<file path="config.mk">
export PLATFORM = sky130hd
export DESIGN_NAME = mem_arbiter
export DESIGN_NICKNAME = d
export VERILOG_FILES = /design/src/rtl/mem_pkg.sv /design/src/rtl/vDFFE.sv /design/src/rtl/mem_arbiter.sv
export SDC_FILE = /design/constraint.sdc
export NUM_CORES = 1
export LEC_CHECK = 0
export BUFFER_PORTS_ARGS = -buffer_cell sky130_fd_sc_hd__buf_2
export CORE_MARGIN = 10
export CORE_UTILIZATION = 34
export DETAILED_ROUTE_END_ITERATION = 10
export GPL_TIMING_DRIVEN = 1
export HOLD_SLACK_MARGIN = 0.02
export PLACE_DENSITY = 0.79
export SLEW_MARGIN = 20
export SYNTH_ARGS = -nofsm -noshare
export SYNTH_HDL_FRONTEND = slang
export SYNTH_SLANG_ARGS = --single-unit
</file>
<file path="constraint.sdc">
create_clock -name clk -period 2.19 [get_ports clk]
set_input_delay 0.3285 -clock clk [delete_from_list [all_inputs] [get_ports clk]]
set_output_delay 0.3285 -clock clk [all_outputs]
set_load 0.02 [all_outputs]
</file>
<file path="src/rtl/mem_pkg.sv">
// rtl/mem_pkg.sv - shared command encodings and arbiter state type for the RAM arbiter
package mem_pkg;

    localparam logic [1:0] MNOT   = 2'b00;
    localparam logic [1:0] MREAD  = 2'b01;
    localparam logic [1:0] MWRITE = 2'b10;

    typedef enum logic {
        ARB_IDLE,
        ARB_RD
    } arb_state_t;

    // Command 11 is reserved and behaves as MNOT.
    function automatic logic is_cpu_act(input logic [1:0] cmd);
        return (cmd == MREAD) || (cmd == MWRITE);
    endfunction

endpackage

</file>
<file path="src/rtl/vDFFE.sv">
// rtl/vDFFE.sv - parameterised enabled D flip-flop bank with synchronous active-low clear
module vDFFE #(
    parameter int W = 1
) (
    input  logic         clk,
    input  logic         resetn,
    input  logic         en,
    input  logic [W-1:0] d,
    output logic [W-1:0] q
);

    always_ff @(posedge clk) begin
        if (!resetn) begin
            q <= '0;
        end else if (en) begin
            q <= d;
        end
    end

endmodule

</file>
<file path="src/rtl/mem_arbiter.sv">
// rtl/mem_arbiter.sv - CPU-priority single-port RAM arbiter with DMA req/ack port and read retry
// Optional MEM_ARB_STATS_EN adds stat_dma_ops / stat_retries saturating counters.
module mem_arbiter
    import mem_pkg::*;
#(
    parameter int AW     = 9,
    parameter int DW     = 16,
    parameter int RD_LAT = 1
) (
    input  logic          clk,
    input  logic          reset,
    input  logic [1:0]    cpu_mem_cmd,
    input  logic [AW-1:0] cpu_mem_addr,
    input  logic [DW-1:0] cpu_wdata,
    output logic [DW-1:0] cpu_rdata,
    input  logic          dma_req,
    input  logic          dma_we,
    input  logic [AW-1:0] dma_addr,
    input  logic [DW-1:0] dma_wdata,
    output logic          dma_ack,
    output logic          dma_rvalid,
    output logic [DW-1:0] dma_rdata,
    output logic          dma_busy,
    output logic [AW-1:0] ram_addr,
    output logic          ram_write,
    output logic [DW-1:0] ram_din,
    input  logic [DW-1:0] ram_dout
`ifdef MEM_ARB_STATS_EN
    ,
    output logic [15:0]   stat_dma_ops,
    output logic [15:0]   stat_retries
`endif
);

    localparam int LW = $clog2(RD_LAT + 1);

    arb_state_t    state;
    arb_state_t    state_nxt;
    logic [LW-1:0] lat_cnt;
    logic [AW-1:0] saved_addr;
    logic          cpu_act;
    logic          dma_go;
    logic          rd_take;
    logic          rd_done;

    assign cpu_act   = is_cpu_act(cpu_mem_cmd);
    // The reset gate keeps a held request from being acked while reset is low.
    assign dma_go    = reset && (state == ARB_IDLE) && dma_req && !cpu_act;
    assign rd_take   = dma_go && !dma_we;
    assign rd_done   = (state == ARB_RD) && !cpu_act && (lat_cnt == LW'(1));
    assign cpu_rdata = ram_dout;

    always_ff @(posedge clk) begin
        if (!reset) begin
            state <= ARB_IDLE;
        end else begin
            state <= state_nxt;
        end
    end

    always_comb begin
        state_nxt = state;
        case (state)
            ARB_IDLE: if (rd_take) state_nxt = ARB_RD;
            ARB_RD:   if (rd_done) state_nxt = ARB_IDLE;
            default:  state_nxt = ARB_IDLE;
        endcase
    end

    always_comb begin
        dma_ack   = dma_go;
        dma_busy  = (state == ARB_RD);
        ram_addr  = '0;
        ram_write = 1'b0;
        ram_din   = '0;
        if (cpu_act) begin
            ram_addr  = cpu_mem_addr;
            ram_write = (cpu_mem_cmd == MWRITE);
            ram_din   = cpu_wdata;
        end else if (dma_go && dma_we) begin
            ram_addr  = dma_addr;
            ram_write = 1'b1;
            ram_din   = dma_wdata;
        end else if (state == ARB_RD) begin
            ram_addr  = saved_addr;
        end
    end

    // Any CPU cycle during a read restarts the full latency window.
    always_ff @(posedge clk) begin
        if (!reset) begin
            lat_cnt    <= '0;
            dma_rvalid <= 1'b0;
        end else begin
            dma_rvalid <= rd_done;
            if (rd_take) begin
                lat_cnt <= LW'(RD_LAT);
            end else if (state == ARB_RD) begin
                lat_cnt <= cpu_act ? LW'(RD_LAT) : lat_cnt - LW'(1);
            end
        end
    end

    vDFFE #(.W(AW)) u_addr_reg (
        .clk    (clk),
        .resetn (reset),
        .en     (rd_take),
        .d      (dma_addr),
        .q      (saved_addr)
    );

    vDFFE #(.W(DW)) u_rdata_reg (
        .clk    (clk),
        .resetn (reset),
        .en     (rd_done),
        .d      (ram_dout),
        .q      (dma_rdata)
    );

`ifdef MEM_ARB_STATS_EN
    always_ff @(posedge clk) begin
        if (!reset) begin
            stat_dma_ops <= '0;
            stat_retries <= '0;
        end else begin
            if (dma_ack && (stat_dma_ops != 16'hFFFF)) begin
                stat_dma_ops <= stat_dma_ops + 16'd1;
            end
            if ((state == ARB_RD) && cpu_act && (stat_retries != 16'hFFFF)) begin
                stat_retries <= stat_retries + 16'd1;
            end
        end
    end
`endif

endmodule
</file>
### Word-level counts from Yosys, hierarchy flattened

Cells that the tools add are included.

| storage, ports and cells | value |
|---|---|
| input port bits | 72 |
| word-level logic and storage cells | 33 |
| output and inout bits | 61 |
| flip-flop bits (word level) | 28 |

| operators by class | value |
|---|---|
| equality and inequality tests | 2 |
| add/subtract/negate cells | 1 |
| bitwise operators | 1 |
| multiplexer cells | 13 |
| reductions and logical operators | 11 |

Operators with widths:

| kind | number |
|---|---|
| $mux 16 | 2 |
| $mux 9 | 3 |
| $logic_and 1x1->1 | 7 |
| $mux 1 | 7 |
| $eq 2x1->1 const B | 1 |
| $eq 2x2->1 const B | 1 |
| $logic_not 1->1 | 2 |
| $pmux 1 s2 | 1 |
| $reduce_bool 2->1 | 1 |
| $logic_or 1x1->1 | 1 |
| $not 1->1 | 1 |
| $sub 1x1->1 const B | 1 |

### Longest topological paths before layout

Gate-level depths: netlist of the first run.

| logic depth | value |
|---|---|
| word-level depth | 7 |
| depth in mapped cells | 7 |
| gate-level depth less buffers | 5 |

### Modules after synthesis

Synthesis of the first run repeated with hierarchy kept, for this count alone.

| second synthesis, totals | value |
|---|---|
| cells, all modules | 155 |
| area, all modules | 1575.3 um^2 |

Modules (own cells, without submodules):

| module | instances | sequential area each (um^2) | cells an instance | area each (um^2) |
|---|---|---|---|---|
| mem_arbiter | 1 | 60.1 | 76 | 621.8 |
| vDFFE (u_rdata_reg) | 1 | 320.3 | 51 | 615.6 |
| vDFFE (u_addr_reg) | 1 | 180.2 | 28 | 337.8 |

### Worst setup path before layout of the first run

Ideal clock, no wire load.

| timing | value |
|---|---|
| kind | input to output |
| start point | input port cpu_mem_cmd[0] |
| end point | output port ram_din[10] |
| setup slack | 0.277 ns |
| arrival | 1.584 ns |
| stages on the path | 6 |
| buffers on the path | 2 |
| required time | 1.862 ns |
| cell sequence | inv_1 > ha_1 > buf_2 > inv_1 > clkbuf_1 > a22o_1 |

| on the way | value |
|---|---|
| word-level cells in the longest chain between the ends | 7 |
| elaborated cells on any way between the ends | 8 |
| classes of those cells | eq/ne: 2; mux: 2; reduce/logical: 4 |

RTL lines:

| element | line | text |
|---|---|---|
| from (decl) | mem_arbiter.sv:12 | `input logic [1:0] cpu_mem_cmd,` |
| $eq 2x1->1 / $eq 2x2->1 (equally long branches) | mem_pkg.sv:15 | `return (cmd == MREAD) \|\| (cmd == MWRITE);` |
| $logic_or 1x1->1 * | mem_pkg.sv:15 |  |
| $logic_not 1->1 | mem_arbiter.sv:48 | `assign dma_go = reset && (state == ARB_IDLE) && dma_req && !cpu_act;` |
| $logic_and 1x1->1 | mem_arbiter.sv:48 |  |
| $logic_and 1x1->1 | mem_arbiter.sv:80 | `end else if (dma_go && dma_we) begin` |
| $mux 16 | mem_arbiter.sv:80 |  |
| $mux 16 * | mem_arbiter.sv:76 | `if (cpu_act) begin` |
| to (decl) | mem_arbiter.sv:26 | `output logic [DW-1:0] ram_din,` |

Mark *: on every way between the ends. The rest lies on a longest branch, timed or not.

### Final worst setup path of the first run

| timing | value |
|---|---|
| start point | input port cpu_mem_cmd[0] |
| end point | output port ram_din[12] |

Same word-level chain as after synthesis.

==> reports/results.txt, run 1 <==
CTS Buffer Depth - 2
FF+latch count, synth - 28
Core Area - 4090 um2
cts-stage hold buffer count - 0
drt first pass iters - 4
Die Ht - 85.7 um
port bufs - 132
ys async rst share - 0%
Final Slew Violations - 0
top cells by area, synth - dfxtp_1 (38%), a22o_1 (19%), buf_4 (8.2%)
Fin. Hold Viols - 0
Post-Syn Instances - 170
CP Launch Type - input pin
period utilisation layout - 93.5%
vias in the first global route - 1,657
DR vias/cell - 4.84
Setup Crit Path Kind - input pin to output port
die area - 7340 um2
Worst Slack Setup Final - 143 ps
syn avg cell area - 8.63 um2
Worst-Margin Slew - 471 ps
# IOs - 133
final WL - 4980 um
post-CTS setup buffers - 0
wire per inst - 15.0 um
Crit. End Element - output port
GRT Residual Overflow - 0
Slew HR - 68.5%
outcome - finished clean
largest net degree at the start of global routing - 27
Post-DP HPWL - 4120 um
setup TNS - 0 ps
synthesized area - 1470 um2
Post-synth top cells - a22o_1 (32), dfxtp_1 (28), nand3_1 (19)
Leakage - 0.00119 uW
Hold/Removal Path Class - input pin to register
Worst EP arrival - 1720 ps
CTS tree - built
Synth warnings - 0
antenna violations before repair - 0
Starting Density - 35.9%
gpl congestion - 0.732
Fmax - 489 MHz
Final nets - 357
placed cell count - 329
Critical Path Fanout Max - 22
worst hold margin - 281 ps
Final setup viols - 0
first-pass GRT wire length - 7840 um
Clock Skew - 2.45 ps
Layout area overhead - 42.8%
sequential-to-total area share from yosys stat - 38.2%
via count - 1,606
share of layout cells above drive strength 1 - 51.4%
TritonCTS buffer count - 3
GRT Overall Usage - 12.7%
pwr dens - 545 nW/um2
Clock Latency Late Sink - 270 ps
Clock Pin Slew Worst Setup and Hold Paths - 90 ps
cts repair resizes - 0
Cell Rows - 23
clk root buf - clkbuf_8
clock sink count - 28
Crit path required time - 1860 ps
Yosys top cell area share - 38.2%
min cycle time layout - 2050 ps
Die W - 85.7 um
Ant. Diodes - 0
Synth Flop Type - dfxtp_1
Post-synth EDFFs - 0
1st-iter DRT viols - 75
count leader, synth - a22o_1
Synth cell types - 21
Synth Net Count - 243
dpl ws - 125 ps
CTS H-tree depth - 1
RSZ-0062 raised after global routing - false
Maximum Capacitance Violations - 0
top cell type by total area after synthesis - dfxtp_1
ANT nets after route - 0
Remaining DRCs - 0
non-filler cells, final - 332
Max VDD drop - 295 uV
==> sequential cells by signal, summed over array words and instances, names as in the netlist <==
signal	cells
u_addr_reg.q	9
lat_cnt	1
u_rdata_reg.q	16
dma_busy	1
dma_rvalid	1
==> cell usage in the layout (no fill, tap or decap) <==
cell type,count
a22o_1,32
clkbuf_8,3
buf_2,132
and4b_4,1
nor4bb_4,1
nand2_1,10
ha_1,1
inv_1,13
a21oi_1,1
a21o_1,10
o21ai_0,9
and2_1,2
o211ai_1,1
buf_4,7
nor2_1,1
nor2_2,1
o21ai_1,10
dfxtp_1,28
nand3_1,19
==> critical path, cell delays in order <==
cell and delay [ps]:
buf_2 80, inv_1 30, ha_1 300, buf_4 210
inv_1 370, a22o_1 230, buf_2 170
==> through the flow <==
step | instance area [um2] | power, uW | utilization, %
finish | 2100 | 1140 | 51.3
global route | 2100 | 1200 | 51.3
CTS | 2100 | 1150 | 51.3
detailed placement | 2050 | 887 | 50.3
global placement | 2050 | 882 | 50.3
floorplan | 1470 | 756 | -
==> area by class of cell <==
class                           instances  area (um2)
Clock buffer                            3        41.3
Sequential cell                        28         561
Timing Repair Buffer                  139         713
Multi-Input combinational cell         99         669
Tap cell                               50        62.6
Inverter                               13        48.8
Fill cell                             391        1990
==> routing by layer <==
metal	wire length (um)	part of all wire, %	vias to the layer above	global-route usage, %
met5	0	0	-	0
met4	41	0.82	0	2.69
met3	560	11	4	6.05
met2	2210	44	93	21.3
met1	2160	43	695	14.3
li1	-	-	814	-
==> path summary, 6_finish.rpt <==
check / start / end / slack (ps) / depth (start not counted)
min reg2reg: u_addr_reg.q[5]$_SDFFE_PN0P_ / u_addr_reg.q[5]$_SDFFE_PN0P_ / 450 / 2
min: ram_dout[14] / u_rdata_reg.q[14]$_SDFFE_PN0P_ / 280 / 2
max: cpu_mem_cmd[0] / ram_din[12] / 140 / 7
max reg2reg: dma_busy$_SDFF_PN0_ / u_rdata_reg.q[4]$_SDFFE_PN0P_ / 820 / 5
==> where the power goes <==
| group | internal [uW] | switching [uW] |
|---|---|---|
| Sequential | 521 | 6.34 |
| Clock | 123 | 148 |
| Combinational | 145 | 197 |
| Total | 789 | 352 |
==> cells by family (layout without fill, tap and decap cells) <==
family / count (synthesis) / in the layout / synth area share [%]
buffers and inverters: 43 / 155 / 17.2
AO/OA/AOI/OAI: 63 / 63 / 31.5
adder cells (fa/ha/maj): 1 / 1 / 0.852
AND/OR/NAND/NOR: 35 / 35 / 12.2
flip-flops: 28 / 28 / 38.2
No activity file was read; power rests on OpenSTA's default activity.
==> inputs of run 2 (changes only) <==
==> constraint.sdc (replaced) <==
create_clock -name clk -period 2.19 [get_ports clk]
set_input_delay 0.438 -clock clk [delete_from_list [all_inputs] [get_ports clk]]
set_output_delay 0.438 -clock clk [all_outputs]
set_load 0.02 [all_outputs]
==> reports/results.txt, run 2 (synthesis gave the netlist of run 1 again) <==
Worst-Margin Slew - 268 ps
# IOs - 133
Fin. Hold Viols - 0
port bufs - 132
commonest non-fill, non-tap cell in the layout - buf_2
cts repair resizes - 0
Maximum Capacitance Violations - 0
non-filler cells, final - 335
commonest non-fill, non-tap cells in the layout - buf_2 (132), a22o_1 (32), dfxtp_1 (28), nand3_1 (19), inv_1 (12)
Clock Latency Late Sink - 270 ps
Crit path required time - 1750 ps
Slowest-stage cell, CP - ha_4
gpl congestion - 0.731
min cycle time layout - 2150 ps
Final Slew Violations - 0
CP max stage delay - 210 ps
Cell Rows - 23
final core utilization - 53.2%
Final setup viols - 0
Clock Skew - 1.92 ps
RSZ-0062 raised after global routing - false
number of flip-flops under the largest register name - 16
first-pass GRT wire length - 7660 um
cell mode on critical path - buf_2
GRT Residual Overflow - 0
largest net degree at the start of global routing - 27
CP Launch Type - input pin
clk root buf - clkbuf_8
post-CTS setup buffers - 0
Clock Pin Slew Worst Setup and Hold Paths - 90 ps
cts-stage hold buffer count - 0
CTS Buffer Depth - 2
TritonCTS buffer count - 3
final-layout fill cell count - 382
clock sink count - 28
period utilisation layout - 98.0%
Setup Crit Path Kind - input pin to output port
via count - 1,586
ANT nets after route - 0
GRT Overall Usage - 12.4%
Largest Register - u_rdata_reg.q
Crit. Startpoint - cpu_mem_cmd[0]
final WL - 5160 um
Ant. Diodes - 0
Worst Slack Setup Final - 44.7 ps
share of layout cells above drive strength 1 - 53.0%
Critical Path Fanout Max - 13
Fmax - 466 MHz
dpl ws - -1.85 ps
outcome - finished clean
die area - 7340 um2
DR vias/cell - 4.73
1st-iter DRT viols - 61
Layout area overhead - 48.1%
Die W - 85.7 um
Core Area - 4090 um2
placed cell count - 330
Post-Layout Inst Area - 2170 um2
vias in the first global route - 1,612
top flop regs - u_rdata_reg.q (16), u_addr_reg.q (9)
Worst EP arrival - 1710 ps
Crit. End Element - output port
Final nets - 359
Die Ht - 85.7 um
Hold/Removal Path Class - input pin to register
worst hold start - ram_dout[6]
Leakage - 0.00121 uW
drt first pass iters - 4
Slew HR - 82.1%
wire per inst - 15.4 um
Cell Area, Placed - 2070 um2
crit path cell chain - buf_2 > inv_1 > ha_4 > and4b_4 > and2_4 > clkbuf_16 > a22o_1 > buf_2
CTS H-tree depth - 1
Remaining DRCs - 0
CTS tree - built
Starting Density - 35.9%
Max VDD drop - 359 uV
pwr dens - 551 nW/um2
antenna violations before repair - 0
Post-DP HPWL - 4060 um
worst flop-to-flop path startpoint - dma_busy$_SDFF_PN0_
run 2: changes by cell type in the layout (fill, tap and decap cells not counted), sizes merged:
cell      delta
clkbuf       +2
buf          +1
clkinvlp     +1
inv          -1
run 2: path summary, 6_finish.rpt:
| kind | depth (start not counted) | endpoint | slack, ps |
|---|---|---|---|
| setup reg to reg | 5 | u_rdata_reg.q[13]$_SDFFE_PN0P_ | 830 |
| setup / recovery | 8 | ram_din[15] | 40 |
| hold / removal | 2 | u_rdata_reg.q[6]$_SDFFE_PN0P_ | 390 |
| hold reg to reg | 2 | u_addr_reg.q[4]$_SDFFE_PN0P_ | 450 |
run 2: cell type report:
class,count,area [um2],share of cell area (%)
Tap cell,50,62.6,2.88
Sequential cell,28,561,25.8
Multi-Input combinational cell,99,684,31.5
Inverter,13,52.6,2.42
Timing Repair Buffer,141,758,34.9
Clock buffer,4,55.1,2.53
run 2: report_power, final:
part | internal (uW) | leakage (uW) | total, uW | switching [uW]
sequential | 521 | 0.000226 | 528 | 6.37
combinational | 154 | 0.000959 | 356 | 202
clock | 161 | 0.0000288 | 315 | 154
run 2: worst max-delay path, delay by kind of cell:
kind,cells,cell delay [ps]
AOI/OAI and AO/OA,1,170
buffers and inverters,4,510
and+or+nand+nor,2,370
adders and majority gates,1,210
run 2: through the flow:
| step | TNS (ps) | total power, uW | hold WS, ps |
|---|---|---|---|
| 2_1_floorplan | 0 | 756 | 429 |
| 3_3_place_gp | 0 | 885 | 437 |
| 3_5_place_dp | -1.85 | 891 | 444 |
| 4_1_cts | 0 | 1200 | 382 |
| 5_1_grt | 0 | 1260 | 381 |
| 6_report | 0 | 1200 | 389 |
run 2: layer usage:
layer | GRT usage [%] | share of wire [%] | vias to the layer above
met5 | 0 | 0 | -
met4 | 3.59 | 0.50 | 0
met3 | 5.68 | 11 | 2
met2 | 19.8 | 44 | 92
met1 | 14.4 | 44 | 673
li1 | - | - | 819
==> inputs of run 3 (changes only) <==
--- a/config.mk
+++ b/config.mk
@@ -12,6 +12,7 @@
 export GPL_TIMING_DRIVEN = 1
 export HOLD_SLACK_MARGIN = 0.02
 export PLACE_DENSITY = 0.79
+export REMOVE_ABC_BUFFERS = 1
 export SLEW_MARGIN = 20
 export SYNTH_ARGS = -nofsm -noshare
 export SYNTH_HDL_FRONTEND = slang
==> constraint.sdc (replaced) <==
create_clock -name clk -period 2.19 [get_ports clk]
set_input_delay 0.3285 -clock clk [delete_from_list [all_inputs] [get_ports clk]]
set_output_delay 0.3285 -clock clk [all_outputs]
set_load 0.02 [all_outputs]
==> reports/results.txt, run 3 (synthesis gave the netlist of run 1 again) <==
Remaining DRCs - 0
Clock Pin Slew Worst Setup and Hold Paths - 100 ps
Fmax - 485 MHz
drt first pass iters - 4
Worst Hold Depth - 2
cts repair resizes - 0
crit path cell chain - buf_2 > inv_1 > ha_1 > buf_4 > inv_1 > a22o_1 > buf_2
Setup Crit Path Kind - input pin to output port
vias in the first global route - 1,752
CTS H-tree depth - 1
Final Slew Violations - 0
Core Area - 4090 um2
Slowest-stage cell, CP - inv_1
final WL - 5370 um
Largest Register - u_rdata_reg.q
CP max stage delay - 390 ps
Crit. End Element - output port
RSZ-0062 raised after global routing - false
Post-DP HPWL - 4490 um
port bufs - 132
wire per inst - 16.1 um
ANT nets after route - 0
Leakage - 0.00121 uW
worst hold start - ram_dout[9]
Layout area overhead - 45.4%
placed cell count - 330
clock sink count - 28
via count - 1,656
CTS tree - built
outcome - finished clean
Die W - 85.7 um
Fin. Hold Viols - 0
cts-stage hold buffer count - 0
pwr dens - 598 nW/um2
period utilisation layout - 94.2%
Hold Path Sink - u_rdata_reg.q[9]$_SDFFE_PN0P_
Final nets - 358
Slew HR - 67.4%
DR vias/cell - 4.96
Starting Density - 35.9%
CTS Buffer Depth - 2
Crit. Startpoint - cpu_mem_cmd[0]
largest net degree at the start of global routing - 27
Worst R2R Path Depth - 5
# IOs - 133
antenna violations before repair - 0
area taken by multi-input logic gates - 669 um2
1st-iter DRT viols - 79
Clock Latency Late Sink - 270 ps
gpl congestion - 0.792
non-filler cells, final - 334
Clock Skew - 9.81 ps
final-layout fill cell count - 388
TritonCTS buffer count - 3
FF-to-FF End - u_rdata_reg.q[4]$_SDFFE_PN0P_
Worst-Margin Slew - 489 ps
Reg area - 561 um2
Critical Path Fanout Max - 22
post-CTS setup buffers - 0
Post-Layout Inst Area - 2130 um2
Cell Area, Placed - 2060 um2
Hold/Removal Path Class - input pin to register
clk root buf - clkbuf_8
Final setup viols - 0
Cell Rows - 23
Maximum Capacitance Violations - 0
Worst Slack Setup Final - 127 ps
reg2reg setup slack - 800 ps
worst flop-to-flop path startpoint - dma_busy$_SDFF_PN0_
Die Ht - 85.7 um
GRT Residual Overflow - 0
GRT Overall Usage - 13.2%
top flop regs - u_rdata_reg.q (16), u_addr_reg.q (9)
commonest non-fill, non-tap cell in the layout - buf_2
share of layout cells above drive strength 1 - 51.8%
Max VDD drop - 278 uV
Ant. Diodes - 0
CP Launch Type - input pin
setup TNS - 0 ps
commonest non-fill, non-tap cells in the layout - buf_2 (132), a22o_1 (32), dfxtp_1 (28), nand3_1 (19), inv_1 (13)
number of flip-flops under the largest register name - 16
min cycle time layout - 2060 ps
dpl ws - 130 ps
Crit path required time - 1860 ps
Worst EP arrival - 1730 ps
die area - 7340 um2
first-pass GRT wire length - 8180 um
## run 3: final cells by class
type / count / share of cell area [%]
inverters: 13 / 2.29
repair buffers: 140 / 33.8
well taps: 50 / 2.93
clock buffers: 3 / 1.94
clock inverters: 1 / 1.41
flip-flops and latches: 28 / 26.3
multi-input cells: 99 / 31.4
## run 3: power by group
part | switching (uW) | leakage [uW] | internal, uW | total, uW
clock network | 154 | 0.0000357 | 245 | 398
logic | 203 | 0.000950 | 146 | 349
registers | 6.35 | 0.000226 | 521 | 528
total | 363 | 0.00121 | 912 | 1280
## run 3: critical path, delay by kind of cell
family                   cells  cell delay (ps)
buffers and inverters        5              860
adder cells (fa/ha/maj)      1              300
AO/OA/AOI/OAI                1              240
## run 3: metal layers
metal,GRT usage (%),part of all wire [%]
met1,15.5,46
met2,21.5,43
met3,5.87,12
met4,3.14,0
met5,0,0
## run 3: how the worst max path moves through the flow
stage / end / depth (start not counted)
4_1_cts: ram_din[15] / 7
6_report: ram_din[15] / 7
3_5_place_dp: ram_din[15] / 7
3_3_place_gp: ram_addr[1] / 8
5_1_grt: ram_din[12] / 7
2_1_floorplan: u_addr_reg.q[0]$_SDFFE_PN0P_ / 5
## run 3: metrics by stage
stage | hold WS [ps] | utilization [%] | total power [uW]
after global routing | 271 | 52.2 | 1340
final | 273 | 52.2 | 1280
after CTS | 268 | 52.2 | 1290
after global placement | 436 | 50.5 | 886
after detailed placement | 440 | 50.5 | 892
after floorplan | 424 | - | 698
